File: config.mk
export PLATFORM = sky130hd
export DESIGN_NAME = sipo_deser
export DESIGN_NICKNAME = d
export VERILOG_FILES = /design/src/rtl/sipo_pkg.sv /design/src/rtl/sipo_out_fifo.sv /design/src/rtl/sipo_deser.sv
export SDC_FILE = /design/constraint.sdc
export NUM_CORES = 1
export LEC_CHECK = 0
export ABC_CLOCK_PERIOD_IN_PS = 3350
export CAP_MARGIN = 20
export CORE_ASPECT_RATIO = 1.2
export CORE_MARGIN = 3
export CORE_UTILIZATION = 50
export DETAILED_ROUTE_END_ITERATION = 10
export GPL_ROUTABILITY_DRIVEN = 0
export GPL_TIMING_DRIVEN = 0
export MAX_ROUTING_LAYER = met4
export PLACE_DENSITY_LB_ADDON = 0.1
export SLEW_MARGIN = 15
export SYNTH_ARGS = -nofsm -noshare
export SYNTH_HDL_FRONTEND = slang
export SYNTH_SLANG_ARGS = --single-unit
File: constraint.sdc
create_clock -name clk -period 3.35 [get_ports clk]
set_input_delay 0.67 -clock clk [delete_from_list [all_inputs] [get_ports clk]]
set_output_delay 0.67 -clock clk [all_outputs]
set_load 0.05 [all_outputs]
File: src/rtl/sipo_pkg.sv
// Shared types and helpers for the sipo_deser receive stage.
package sipo_pkg;

    typedef enum logic [1:0] {
        IDLE   = 2'd0,
        SHIFT  = 2'd1,
        PARITY = 2'd2
    } state_t;

    localparam int unsigned DEFAULT_WIDTH = 8;
    localparam int unsigned PARITY_MAX_W  = 64;

    // Even parity of a word zero-extended to PARITY_MAX_W bits.
    function automatic logic even_parity(input logic [PARITY_MAX_W-1:0] v);
        return ^v;
    endfunction

endpackage

File: src/rtl/sipo_out_fifo.sv
// Two-entry output buffer: registered head word and valid, FIFO order.
module sipo_out_fifo
    import sipo_pkg::*;
#(
    parameter int unsigned WIDTH = DEFAULT_WIDTH
) (
    input  logic             clk,
    input  logic             rst_n,
    input  logic             push,
    input  logic [WIDTH-1:0] push_data,
    input  logic             pop,
    output logic             full_c,
    output logic [WIDTH-1:0] out_data,
    output logic             out_valid
);

    logic [1:0]       count_q;
    logic [1:0]       count_next;
    logic [WIDTH-1:0] tail_q;
    logic [WIDTH-1:0] head_next;
    logic [WIDTH-1:0] tail_next;
    logic             pop_ok;

    assign full_c = (count_q == 2'd2);
    assign pop_ok = pop && (count_q != 2'd0);

    // Head keeps its last value when the buffer drains.
    always_comb begin
        count_next = count_q;
        head_next  = out_data;
        tail_next  = tail_q;
        if (pop_ok && push) begin
            if (count_q == 2'd2) begin
                head_next = tail_q;
                tail_next = push_data;
            end else begin
                head_next = push_data;
            end
        end else if (pop_ok) begin
            if (count_q == 2'd2) begin
                head_next = tail_q;
            end
            count_next = count_q - 2'd1;
        end else if (push && !full_c) begin
            if (count_q == 2'd0) begin
                head_next = push_data;
            end else begin
                tail_next = push_data;
            end
            count_next = count_q + 2'd1;
        end
    end

    always_ff @(posedge clk or negedge rst_n) begin
        if (!rst_n) begin
            count_q   <= 2'd0;
            out_data  <= '0;
            tail_q    <= '0;
            out_valid <= 1'b0;
        end else begin
            count_q   <= count_next;
            out_data  <= head_next;
            tail_q    <= tail_next;
            out_valid <= (count_next != 2'd0);
        end
    end

endmodule

File: src/rtl/sipo_deser.sv
// Serial-to-parallel receiver with 2-entry output buffer and sticky overrun.
// Optional trailing even-parity bit when PARITY_CHECK_EN is defined.
module sipo_deser
    import sipo_pkg::*;
#(
    parameter int unsigned WIDTH     = DEFAULT_WIDTH,
    parameter bit          MSB_FIRST = 1'b1
) (
    input  logic             clk,
    input  logic             rst_n,
    input  logic             serial_in,
    input  logic             serial_valid,
    input  logic             sync,
    output logic [WIDTH-1:0] out_data,
    output logic             out_valid,
    input  logic             out_ready,
    output logic             overrun,
    input  logic             clr_overrun,
    output logic             busy,
    output logic             parity_err
);

    localparam int unsigned       CNT_W    = (WIDTH > 2) ? $clog2(WIDTH) : 1;
    localparam logic [CNT_W-1:0]  LAST_CNT = CNT_W'(WIDTH - 1);

    state_t           state;
    logic [CNT_W-1:0] count;
    logic [WIDTH-1:0] shift_q;
    logic [WIDTH-1:0] shift_next;
    logic [WIDTH-1:0] push_data;
    logic             last_bit;
    logic             pop;
    logic             full_c;
    logic             drop;

    // The bit that completes a frame pushes the word on its own edge.
    always_comb begin
        if (MSB_FIRST) begin
            shift_next = {shift_q[WIDTH-2:0], serial_in};
        end else begin
            shift_next = {serial_in, shift_q[WIDTH-1:1]};
        end
`ifdef PARITY_CHECK_EN
        last_bit  = serial_valid && (state == PARITY);
        push_data = shift_q;
`else
        last_bit  = serial_valid && (state == SHIFT) && (count == LAST_CNT);
        push_data = shift_next;
`endif
    end

    assign pop  = out_valid && out_ready;
    assign drop = last_bit && full_c && !pop;

    // Frame FSM; a completing bit takes priority over sync.
    always_ff @(posedge clk or negedge rst_n) begin
        if (!rst_n) begin
            state      <= IDLE;
            count      <= '0;
            shift_q    <= '0;
            busy       <= 1'b0;
            parity_err <= 1'b0;
        end else begin
            parity_err <= 1'b0;
            if (last_bit) begin
                state <= IDLE;
                count <= '0;
                busy  <= 1'b0;
`ifdef PARITY_CHECK_EN
                parity_err <= even_parity(PARITY_MAX_W'(shift_q)) ^ serial_in;
`else
                shift_q <= shift_next;
`endif
            end else if (serial_valid && (sync || state == IDLE)) begin
                state   <= SHIFT;
                count   <= CNT_W'(1);
                shift_q <= shift_next;
                busy    <= 1'b1;
            end else if (sync) begin
                state <= IDLE;
                count <= '0;
                busy  <= 1'b0;
            end else if (serial_valid && state == SHIFT) begin
                shift_q <= shift_next;
`ifdef PARITY_CHECK_EN
                if (count == LAST_CNT) begin
                    state <= PARITY;
                    count <= '0;
                end else begin
                    count <= count + 1'b1;
                end
`else
                count <= count + 1'b1;
`endif
            end
        end
    end

    // A new drop beats a simultaneous clear.
    always_ff @(posedge clk or negedge rst_n) begin
        if (!rst_n) begin
            overrun <= 1'b0;
        end else if (drop) begin
            overrun <= 1'b1;
        end else if (clr_overrun) begin
            overrun <= 1'b0;
        end
    end

    sipo_out_fifo #(.WIDTH(WIDTH)) u_fifo (
        .clk       (clk),
        .rst_n     (rst_n),
        .push      (last_bit),
        .push_data (push_data),
        .pop       (pop),
        .full_c    (full_c),
        .out_data  (out_data),
        .out_valid (out_valid)
    );

endmodule

=== After elaboration in Yosys (flattened, before gate mapping) ===
Index checks and enable logic that the tools add are counted.

* Register bits after elaboration: 33
* Input port bits: 7
* Output and inout port bits: 12

* Add/sub/neg operators: 3
* Equality and inequality tests: 8
* Muxes and demuxes: 30
* Reduce and logical (&&, ||, !) cells: 26

{| class="wikitable"
|+ Operators with widths
! operator !! number
|-
| 2-to-1 mux 8 bit || 11
|-
| 2-to-1 mux 7 bit || 4
|-
| 2-to-1 mux 2 bit || 6
|-
| 2-to-1 mux 3 bit || 4
|-
| nonzero test 3 bit || 4
|-
| logical AND 1 bit || 9
|-
| nonzero test 2 bit || 4
|-
| 2-to-1 mux 1 bit || 5
|-
| logical NOT 2 bit || 2
|-
| inequality test 2 bit, second input constant || 2
|-
| AND reduction 4 bit || 1
|-
| nonzero test 4 bit || 1
|-
| adder 3 x 1 -> 3 bit, second input constant || 1
|-
| == test 3 bit, second input constant || 1
|-
| inequality test 3 x 1 -> 1 bit, second input constant || 1
|-
| inequality test 3 bit, second input constant || 1
|-
| AND reduction 3 bit || 1
|-
| adder 2 x 1 -> 2 bit, second input constant || 1
|-
| == test 2 x 1 -> 1 bit, second input constant || 1
|-
| == test 2 bit, second input constant || 1
|-
| logical NOT 1 bit || 2
|-
| inequality test 2 x 1 -> 1 bit, second input constant || 1
|-
| AND reduction 2 bit || 1
|-
| subtractor 2 x 1 -> 2 bit, second input constant || 1
|-
| logical OR 1 bit || 1
|}

=== Logic depth before layout (Yosys ltp) ===
Gate-level depths: netlist of the first run.

* Word-level depth: 8
* Mapped depth: 7

=== Modules after synthesis ===
A second synthesis of the first run with hierarchy kept.

* Cell total of the unflattened synthesis: 112
* Area, all modules: 1467.7 um^2

{| class="wikitable"
|+ Modules (own cells, without submodules)
! module !! instances !! cells each !! area each (um^2)
|-
| sipo_out_fifo || 1 || 70 || 915.9
|-
| sipo_deser || 1 || 42 || 551.8
|}

=== Worst setup path before layout of the first run ===
Ideal clock, no wire load.

* Path type: register -> register
* Start point: reg busy (netlist name)
* End point: reg u_fifo.tail_q[0]
* Setup time: 0.125 ns
* Data arrival time: 1.808 ns
* Path slack: 1.417 ns
* Stages on the path, launching flop included: 5
* Path through: dfrtp_1 > and3_4 > o21ai_2 > a211oi_4 > mux2_2

{| class="wikitable"
|+ RTL lines
! element !! RTL line !! text
|-
| end signal: assignment || sipo_out_fifo.sv:63 || <nowiki>tail_q <= tail_next;</nowiki>
|-
| end: declaration || sipo_out_fifo.sv:19 || <nowiki>logic [WIDTH-1:0] tail_q;</nowiki>
|}

=== Final worst setup path of the first run ===
* Start point: reg busy
* End point: out busy

{| class="wikitable"
|+ RTL lines
! element !! RTL line !! text
|-
| start: declaration || sipo_deser.sv:19 || <nowiki>output logic busy,</nowiki>
|-
| start signal: assignment || sipo_deser.sv:61 || <nowiki>busy <= 1'b0;</nowiki>
|-
| start signal: assignment || sipo_deser.sv:68 || <nowiki>busy <= 1'b0;</nowiki>
|-
| start signal: assignment || sipo_deser.sv:78 || <nowiki>busy <= 1'b1;</nowiki>
|}

No word-level cell between the ends.

==> out/summary.md, run 1 <==
The run finished with clean final reports. The tools report the highest achievable clock rate as 436.7 MHz. Once the clock tree was built, the setup fixing pass inserted 0 buffers. In this run the tool buffered the top-level ports with 16 buffer cells.

Adding up every negative setup slack in the final design gives 0 ns. The number of nets in the synthesized netlist is 128. The signal on the critical path passes through clkdlybuf4s50_1. The tools report the combinational fraction of design power as 46.3%. Clock tree synthesis inserted a total of 5 buffers.

Of the synthesized area, sequential elements account for 54.53%. Setup slack closes at 1.060 ns. Critical path data required time: 2.68 ns. The post-synthesis cell type count came out at 29. Clock-pin slew was measured on the worst setup and hold paths at 0.10 ns. The share of total power dissipated in the clock network is 15.9%.

For this run, the leading register cell type out of synthesis is dfrtp_1. Cells fill 63.76% of the core in the end. The number of clock sinks seen by CTS was 31. STA classifies the critical path endpoint as an output pin.

The power after layout came out at 0.001402 W. Before CTS, the worst setup slack after placement is 0.9724 ns. The area of the die came out at 3524 sq um.

In this run the critical register-to-register path is captured at u_fifo.tail_q[5]. In this run, post-CTS repair resized a total of 0 instances. TritonCTS built the clock tree. The hold buffer count at CTS came out at 0. The logs give 0 for the number of violations of the max-capacitance limit and 2 for the level count of the clock H-tree. The combined buffer and inverter count along the critical path works out to 1.

The analysis attributes to net switching a power of 0.0005934 W. The final wirelength is 2615 um, and the total of flip-flops plus latches after synthesis is 31. Hold timing on the final database bottoms out at a slack of 0.3579 ns. The maximum cell stage delay along the critical path was 0.84 ns. dfrtp_1 takes more of the synthesized area than any other cell. The via count of the first global-routing pass is 969. The number of optimization iterations in the first detailed-route pass was 4; the synthesized cell area was 1423 sq um. The highest ir drop seen on vdd was 0.0005637 V; the gate count after technology mapping was 117. The most common library cell in the layout ignoring fill and taps is dfrtp_1.

The run gives 0 as the count of nets left with antenna violations after detail routing. In the final routed layout, each cell accounts on average for 15.12 um. The area fraction of the dominant cell type after synthesis is 54.53%, and the relative contribution of sequential cells to total power is 37.8%. The number of antenna violations at the first check in global routing was 0.

The run gives 0 as the hold violation count in the final report. For this design, the slowest cell found on the critical path is clkdlybuf4s50_1. The run gives 4402 um as the first-pass GRT wire length. The run gives 0.01004 ns as the maximum clock skew at final layout. Entering global routing, the biggest net connects 32 pins. The tools report the insertion delay to the later sink of the worst-skew pair as 0.33 ns. Summed over all layers, the global routing overflow is 0. Dividing the final minimum period by the clock period gives 68.36%. In the layout the commonest cells are dfrtp_1 (31), mux2_2 (15), clkdlybuf4s50_1 (15), a21oi_1 (14). The die boundary width is 54.70 um, and the number of I/O pins is 19. Across every metal layer, demand over resource in global routing totals 18.36%.

The critical path class is register to output pin. Along the worst path, the maximum fanout reaches 7. The run gives 19 as the number of design-rule violations left by the first detailed-router iteration. Setup repair after global routing left no endpoint under its margin. At the pin with the least slew margin, the transition time is 0.6692 ns. Final number of max-transition violations: 0.

A synthesized cell averages 12.16 sq um. By area the synthesized netlist is led by dfrtp_1 (55%), mux2_2 (12%), mux2i_1 (6.3%). Number of nets in the finished design: 151.

The number of inserted filler cells in the final layout came out at 231. The total number of vias was 924; the worst reg-to-reg path cell count was 6. Source of the worst register-to-register timing path: count[0].

In the routed layout, each cell is associated on average with a via count of 5.341. For this configuration, the core starts out at a cell density of 54.14%. Library cell used as clock root buffer: clkbuf_4.

Setup slack on the worst reg-to-reg path comes out at 1.27 ns. For the leakage power of the design, the log shows 0.7899 nW. Row generation in the floorplan step produced 20 rows. Cell internal power was estimated by the tool at 0.0008089 W.

In this run switching power makes up 42.31% of total power. The relative area change from synthesis to final layout is 17.77%. For this design the ratio of total power to cell area is 837.0 nW/um^2. In this run, synthesis inferred 0 flip-flops with an integrated enable.

Cells with a size suffix above 1 make up 22.86% of the layout. Number of remaining DRC errors: 0. Share of synthesized flip-flops with an asynchronous set or reset: 100.0%. The die span in y came out at 64.43 um.

For the final count of negative-setup-slack endpoints, the log shows 0. The longest clock path from root to sink contains 2 buffers. The type of element launching the critical path was a register. Detailed placement ended at an HPWL of 1830 um. The repair_antennas step left the layout with diodes totalling 0. The clock period could shrink to 2.290 ns. The core region is 2628 sq um. The cell class contributing the biggest share of worst-path delay was buffers and inverters. In this run the tightest slew margin relative to its limit is 55.39%.

In this run the worst hold path is classified as input pin to async pin. During synthesis, Yosys emitted a total of 0 warnings. Data arrives at the worst endpoint at 1.62 ns.
area by class of cell:
type / count / area [sq um] / area share, %
multi-input cells: 77 / 604.3 / 36.07
repair buffers: 16 / 155.1 / 9.261
flip-flops and latches: 31 / 775.7 / 46.30
well taps: 33 / 41.29 / 2.465
clock buffers: 6 / 51.30 / 3.062
inverters: 5 / 18.77 / 1.120
clock inverters: 1 / 5.005 / 0.2987
plain buffers: 4 / 23.77 / 1.419
worst max path at each step:
stage,from,slack [ns],end,depth (start not counted)
after floorplan,busy,1.42,u_fifo.tail_q[0],4
after global placement,out_ready,0.99,u_fifo.tail_q[5],5
after detailed placement,out_ready,0.97,u_fifo.tail_q[5],5
after CTS,busy,1.05,busy,1
after global routing,busy,0.99,busy,1
final,busy,1.06,busy,1
layer usage:
metal,routed length [um],global-route usage [%]
met5,0,-
met4,32,5.607
met3,103,6.897
met2,1356,29.14
met1,1122,21.11
metrics by stage:
| step | instances | area [sq um] |
|---|---|---|
| floorplan | 117 | 1423 |
| global placement | 166 | 1624 |
| detailed placement | 166 | 1619 |
| CTS | 173 | 1675 |
| global route | 173 | 1675 |
| finish | 173 | 1675 |
power by group through the flow:
stage,clock [W],combinational (W),sequential (W)
after floorplan,0,0.000272,0.000722
after global placement,0,0.000636,0.000533
after detailed placement,0,0.000656,0.000538
after CTS,0.000229,0.000658,0.000531
after global routing,0.000248,0.000701,0.000544
final,0.000222,0.000649,0.000531
kinds of logic (layout without fill, tap and decap cells):
family / count (synthesis) / count (layout) / synth area share [%]
buffers and inverters: 9 / 32 / 2.990
AOI/OAI and AO/OA: 23 / 23 / 10.64
other: 1 / 1 / 0.2636
muxes: 24 / 24 / 18.21
adders and majority gates: 4 / 4 / 3.518
xor gates and xnor gates: 1 / 1 / 0.6158
and+or+nand+nor: 24 / 24 / 9.236
DFF: 31 / 31 / 54.53
flip-flops by register name, indices dropped and copies added, names as in the netlist:
signal and flops:
count 3, shift_q 7, overrun 1, u_fifo.out_data 8, u_fifo.tail_q 8, u_fifo.count_q 2, busy 1, u_fifo.out_valid 1
synthesized netlist by cell type (2+ instances only):
master / n
a21oi_1: 14
nor2_1: 9
nand2b_1: 3
nand3_1: 4
buf_4: 2
mux2_2: 15
inv_1: 5
dfrtp_1: 31
ha_1: 4
o21ai_0: 3
mux2i_1: 9
(Power assumes the default switching activity.)
==> run 2, diff against run 1 <==
Settings changed: ABC_CLOCK_PERIOD_IN_PS 3350 to 2000, CORE_UTILIZATION 50 to 48.
Clock period 3.35 ns to 2 ns, I/O delays scaled along.
==> run 2 against run 1 <==
  * Die area rose by 3.7%
  * Core utilization shrank 3.1 points
  * Cell area increased by 1.8%
  * Clock skew is 0.0057 ns lower
  * Sequential share of layout area is 0.82 points lower
  * Routed wire length rose by 0.19%
  * Via count rose by 3.9%
  * Register-to-register slack got worse by 1.1 ns
  * Critical endpoint is now out_valid
==> out/summary.md, run 2 (synthesized netlist as in run 1, its figures left out) <==
The flow ran to the end, and the final reports show no timing, DRC or antenna violations. The via count of the first global-routing pass was 1034; the ratio of final minimum period to clock period was 96.10%. In this run, post-CTS hold repair placed 0 buffers.

Counting I/O delays and the setup requirement, the final critical path takes 1.922 ns. Counting tap cells, the placed design contains a total of 167 instances. The worst setup path is captured at an output pin.

The wire length per cell is 14.72 um, and the number of antenna violations at the first check in global routing is 0. The first global-routing pass estimated 4774 um of wire. The tools report the largest net degree at the start of global routing as 32. The number of nets in the finished design was 154; the fraction of final layout cells sized beyond drive strength 1 was 24.31%. Summed over all cells, the static leakage comes to 0.8006 nW.

Across the run, the number of max-cap violations was 0. The level count of the clock H-tree was 2; the antenna diode count was 0. Data on the critical path is required at its endpoint by 1.60 ns.

The worst setup path is launched from a register. The insertion delay to the later sink of the worst-skew pair is 0.33 ns. The actual transition at the worst max-transition pin was 0.6777 ns. The critical path's slowest cell is clkdlybuf4s50_1. The placement row count was 21.

The tools report the leftover overflow at the end of global routing as 0. The largest single stage delay on the critical path is 0.81 ns. Summed over all layers, the routed wires come to 2620 um.

The run gives 2 as the maximum count of clock buffers along a single path. The number of design-rule violations left by the first detailed-router iteration was 17; the data arrival time of the critical path was 1.52 ns. The library cells used most frequently in the layout, excluding fill and tap cells, are dfrtp_1 (31), mux2_2 (15), a21oi_1 (14), clkdlybuf4s50_1 (14). After routing, the total negative slack on setup checks comes to 0 ns. In this run the worst path has a maximum fanout of 4.

In this run the vertical extent of the chip is 65.64 um. The most common library cell in the layout ignoring fill and taps was dfrtp_1. The initial core utilization came out at 50.60%.

The maximum clock skew at final layout came out at 0.004297 ns. The quantity of I/O buffers inserted on ports is 16, and the number of I/O pins is 19. Excluding fillers, the count of instances in the completed layout stands at 178. The tools report the overall global routing resource usage as 17.66%.

For this design the ratio of total power to cell area is 1370 nW/um^2. For the detailed-placement wirelength estimate, the log shows 1789 um. Measured against its own limit, the worst slew margin works out to 54.82%.

The combined buffer and inverter count along the critical path was 1; the highest achievable clock rate was 520.3 MHz. The largest registers in the layout are u_fifo.out_data: 8 flops, u_fifo.tail_q: 8 flops, shift_q: 7 flops. The post-detailed-route via-to-cell ratio works out to 5.393. The tools report the placeable core region as 2811 sq um.

Setup repair after global routing left no endpoint under its margin. The cell class contributing the biggest share of worst-path delay was buffers and inverters. The number of optimization iterations in the first detailed-route pass was 4.

The hold violation count in the final report came out at 0. The logs give 5 for the TritonCTS buffer count and 0 for the final number of max-transition violations. The library cell used as clock root buffer was clkbuf_4. The floorplan step defined a die boundary enclosing 3656 sq um.

The path class of the tightest hold or removal check is input pin to async pin. The die is 55.70 um wide. Setup violations remaining at the end of the flow were counted as 0. The relative area change from synthesis to final layout came out at 19.88%. For this run, design rule violations remaining after detail routing come to 0.

The critical path class was register to output pin. In this run the remaining antenna-violating nets after routing total 0. TritonCTS built the clock tree. The detailed router placed 960 vias in this run.

IR analysis of the VDD net gives a maximum drop of 0.0008464 V. After clock tree synthesis, the clock-pin slew on the worst setup and hold paths is 0.09 ns. The critical path goes through clkdlybuf4s50_1. For the number of clock sinks seen by CTS, the log shows 31.
## run 2: changes by cell type in the layout (fill, tap and decap cells not counted), sizes merged
cell | previous run | this run
dlygate4sd2 | 0 | 1
buf | 4 | 7
clkdlybuf4s50 | 15 | 14
clkbuf | 7 | 8
## run 2: path summary, 6_finish.rpt
kind                                  start            endpoint  slack [ns]  cells after the start
max reg2reg                        count[0]    u_fifo.tail_q[4]        0.14                      7
min                                   rst_n    u_fifo.out_valid        0.10                      1
min in group clk               serial_valid          shift_q[6]        0.39                      2
max                        u_fifo.out_valid           out_valid        0.08                      1
max in group asynchronous             rst_n  u_fifo.out_data[7]        1.47                      1
min reg2reg                u_fifo.tail_q[6]    u_fifo.tail_q[6]        0.51                      1
## run 2: area by class of cell
class	instances	area (sq um)
clock inverter	1	5.005
timing repair buffer	19	176.4
multi-input combinational	77	618.1
buffer	4	23.77
clock buffer	7	45.04
sequential	31	775.7
fill	251	1106
inverter	5	18.77
tap	34	42.54
## run 2: report_power, final
part	internal, W	total [W]	switching (W)
clock network	0.000137	0.000347	0.000210
logic	0.000415	0.00111	0.000693
registers	0.000786	0.000881	0.0000950
## run 2: per-layer routing
metal	up-vias	track usage, %	routed length [um]
li1	462	-	-
met2	16	26.63	1320
met3	10	4.912	101
met5	-	-	0
met4	0	11.25	74
met1	472	20.85	1123
## run 2: metrics by stage
| step | util, % | instance area [sq um] | setup WS [ns] | total power [W] | hold slack, ns |
|---|---|---|---|---|---|
| 6_report | 60.66 | 1705 | 0.07809 | 0.002337 | 0.1003 |
| 2_1_floorplan | - | 1423 | 0.06727 | 0.001665 | 0.1044 |
| 3_5_place_dp | 57.63 | 1620 | -0.1198 | 0.001990 | 0.4778 |
| 3_3_place_gp | 57.81 | 1625 | -0.09980 | 0.001960 | 0.4880 |
| 4_1_cts | 59.90 | 1684 | 0.03329 | 0.002337 | 0.1154 |
| 5_1_grt | 60.66 | 1705 | 0.02009 | 0.002493 | 0.1352 |
## run 2: what timing repair did
action | 4_1_cts | 5_1_grt
gates resized for setup | 1 | 2
setup endpoints to repair | 9 | 16
buffers inserted | 2 | 1
pin swaps | 1 | 0
==> run 3, diff against run 2 <==
Settings changed: ABC_CLOCK_PERIOD_IN_PS 2000 to 2110, CORE_UTILIZATION 48 to 50, CTS_CLUSTER_DIAMETER set to 200.
Clock period 2 ns to 2.11 ns, I/O delays scaled along.
==> run 3 against run 2 <==
  * Core utilization is 3.9 points higher
  * Worst hold slack better by 0.0094 ns
  * Cell area is 0.59% lower
  * Die area is 3.6% lower
  * Register-to-register slack better by 0.05 ns
  * Sequential cell count stayed put
  * First-iteration DRC count is 24% higher
  * Critical path depth stayed put
  * Clock power is 2% higher
  * Routed wire length is 1.3% higher
  * Setup slack worse by 0.0044 ns
  * Final cell count is 2.2% lower
  * Critical path type unchanged
==> out/summary.md, run 3 (synthesized netlist as in run 1, its figures left out) <==
Clock latency on the worst-skew pair, taken at its later pin, is 0.33 ns. The combined buffer and inverter count along the critical path was 1; the relative contribution of sequential cells to total power was 37.8%. The logs give 54.14% for the initial core utilization and 18.36% for the overall global routing resource usage.

The via count of the first global-routing pass was 969; the total number of vias was 935. The run gives 0 as the hold violation count in the final report. Counting along the longest clock path gives a buffer depth of 2. In this design, the stage delay of the slowest critical-path cell is 0.84 ns.

The run finished with clean final reports. The tools report the worst setup timing slack at the placement stage as -0.01963 ns. For the pin with the worst max-slew slack, the measured transition is 0.6739 ns.

The die is 54.70 um wide. The maximum clock skew at final layout is 0.01148 ns, and the number of clock sinks seen by CTS is 31. The run gives 2 as the level count of the clock H-tree. In this run the critical register-to-register path is captured at u_fifo.out_data[5].

In the final design database the tool counted 152 nets. The area of the die is 3524 sq um. The filler cells instantiated in the layout total 227. Entering global routing, the biggest net connects 32 pins.

The logs give 0 for the number of resized instances in the post-cts repair step and 0.001285 W for the cell internal power dissipation. In this run the cell area measured after placement is 1619 sq um. The kind of cell with the highest combined delay along the critical path is buffers and inverters. The wire length per cell was 15.25 um.

Walking the worst path, the cells encountered are clkdlybuf4s50_1. After clock tree synthesis, the clock-pin slew on the worst setup and hold paths is 0.10 ns. Cells fill 64.52% of the core in the end.

The critical path class was register to output pin. The number of setup buffers added after CTS is 0. The first routing iteration left 21 violations. In this run the worst hold path is classified as input pin to async pin. The fraction of final layout cells sized beyond drive strength 1 was 23.40%. The slowest stage of the critical path belongs to the cell clkdlybuf4s50_1.

After legalization and detailed placement, the total HPWL measured 1830 um. Measured in cells, the most critical reg-to-reg path has a length of 7. The die span in y is 64.43 um. The finished cells cover 1695 sq um. The top cell types in the final layout, fill and taps aside, are dfrtp_1 (31), mux2_2 (15), clkdlybuf4s50_1 (15), a21oi_1 (14).

The detail route stage leaves a number of antenna-violating nets equal to 0. The run gives 0.0008981 V as the highest ir drop seen on vdd. The tools report the number of remaining DRC errors as 0. Summed over all cells, the static leakage comes to 0.7981 nW. TritonCTS built the clock tree. The area used by multi-input combinational logic came out at 604.3 sq um.

STA puts the critical path data arrival time at 1.61 ns. The tools report the highest achievable clock rate as 491.1 MHz. Max-cap violations in this run came to 0. The largest registers in the layout are u_fifo.out_data: 8 flops, u_fifo.tail_q: 8 flops, shift_q: 7 flops. 19 I/O pins were placed. The number of antenna violations at the first check in global routing is 0. Setup repair after global routing left no endpoint under its margin. First-pass GRT wire length: 4402 um. Highest fanout seen on the critical path: 7. The switching portion of total power was 42.44%.

The tools report the slack of the worst reg-to-reg path as 0.19 ns. The worst slew slack as a fraction of its limit was 55.07%. The category of the worst setup path capture point is an output pin. 0 antenna diodes ended up in the layout. After detailed routing, the number of vias per cell comes to 5.374.

During placement, the flow inserted port buffers numbering 16. The final count of negative-setup-slack endpoints was 0; the final number of max-transition violations was 0. In this run the core area contains 20 standard-cell rows. The net switching component of the power is 0.0009475 W. The worst register-to-register path begins at u_fifo.count_q[1]. The tree is rooted in a clkbuf_4. Time the final worst path needs with I/O delays and setup: 2.036 ns.

The most common library cell in the layout ignoring fill and taps was dfrtp_1. Hold is met by 0.1097 ns. STA classifies the critical path startpoint as a register. The relative area change from synthesis to final layout was 19.17%. The post-layout worst setup margin was 0.07371 ns. Buffers inserted during clock tree synthesis total 5. After global routing the overflow that remains totals 0.

Dividing total power by cell area gives a power density of 1317 nW/um^2. The final layout contains routed wiring with a total length of 2653 um. At the worst endpoint, the required time is 1.69 ns.

The clock network is responsible for 15.8% of the overall power. The sequential cells in the finished layout cover a total of 775.7 sq um. The first detailed-routing pass ran for 4 iterations. The logs give 46.3% for the combinational fraction of design power and 2628 sq um for the placeable core region. The ratio of final minimum period to clock period was 96.51%; the hold buffer count at CTS was 0.
## run 3: worst max-delay path by stage
stage | start | endpoint | depth (start not counted)
floorplan | busy | u_fifo.tail_q[0] | 4
global placement | out_ready | u_fifo.tail_q[5] | 5
detailed placement | out_ready | u_fifo.tail_q[5] | 5
CTS | count[0] | u_fifo.tail_q[5] | 6
global route | busy | busy | 1
finish | busy | busy | 1
## run 3: layout make-up
| type | instances | share of cell area, % |
|---|---|---|
| flip-flops and latches | 31 | 45.76 |
| multi-input cells | 77 | 35.65 |
| clock buffers | 6 | 3.026 |
| plain buffers | 4 | 1.402 |
| clock inverters | 1 | 0.2952 |
| well taps | 33 | 2.435 |
| repair buffers | 17 | 10.33 |
| inverters | 5 | 1.107 |
## run 3: per-stage QoR
stage	total power, W	std cells	setup TNS, ns
floorplan	0.001578	117	0
global placement	0.001856	166	0
detailed placement	0.001897	166	-0.07509
CTS	0.002251	173	0
global route	0.002372	174	0
finish	0.002232	174	0
## run 3: routing by layer
| layer | GRT usage [%] | up-vias | wire length, um |
|---|---|---|---|
| li1 | - | 457 | - |
| met1 | 21.11 | 460 | 1132 |
| met2 | 29.14 | 14 | 1384 |
| met3 | 6.897 | 4 | 103 |
| met4 | 5.607 | 0 | 32 |
| met5 | - | - | 0 |
## run 3: power by group through the flow
stage	combinational (W)	clock (W)	sequential, W
floorplan	0.000433	0	0.00115
global placement	0.00101	0	0.000846
detailed placement	0.00104	0	0.000855
CTS	0.00105	0.000363	0.000842
global route	0.00111	0.000393	0.000865
finish	0.00103	0.000354	0.000844
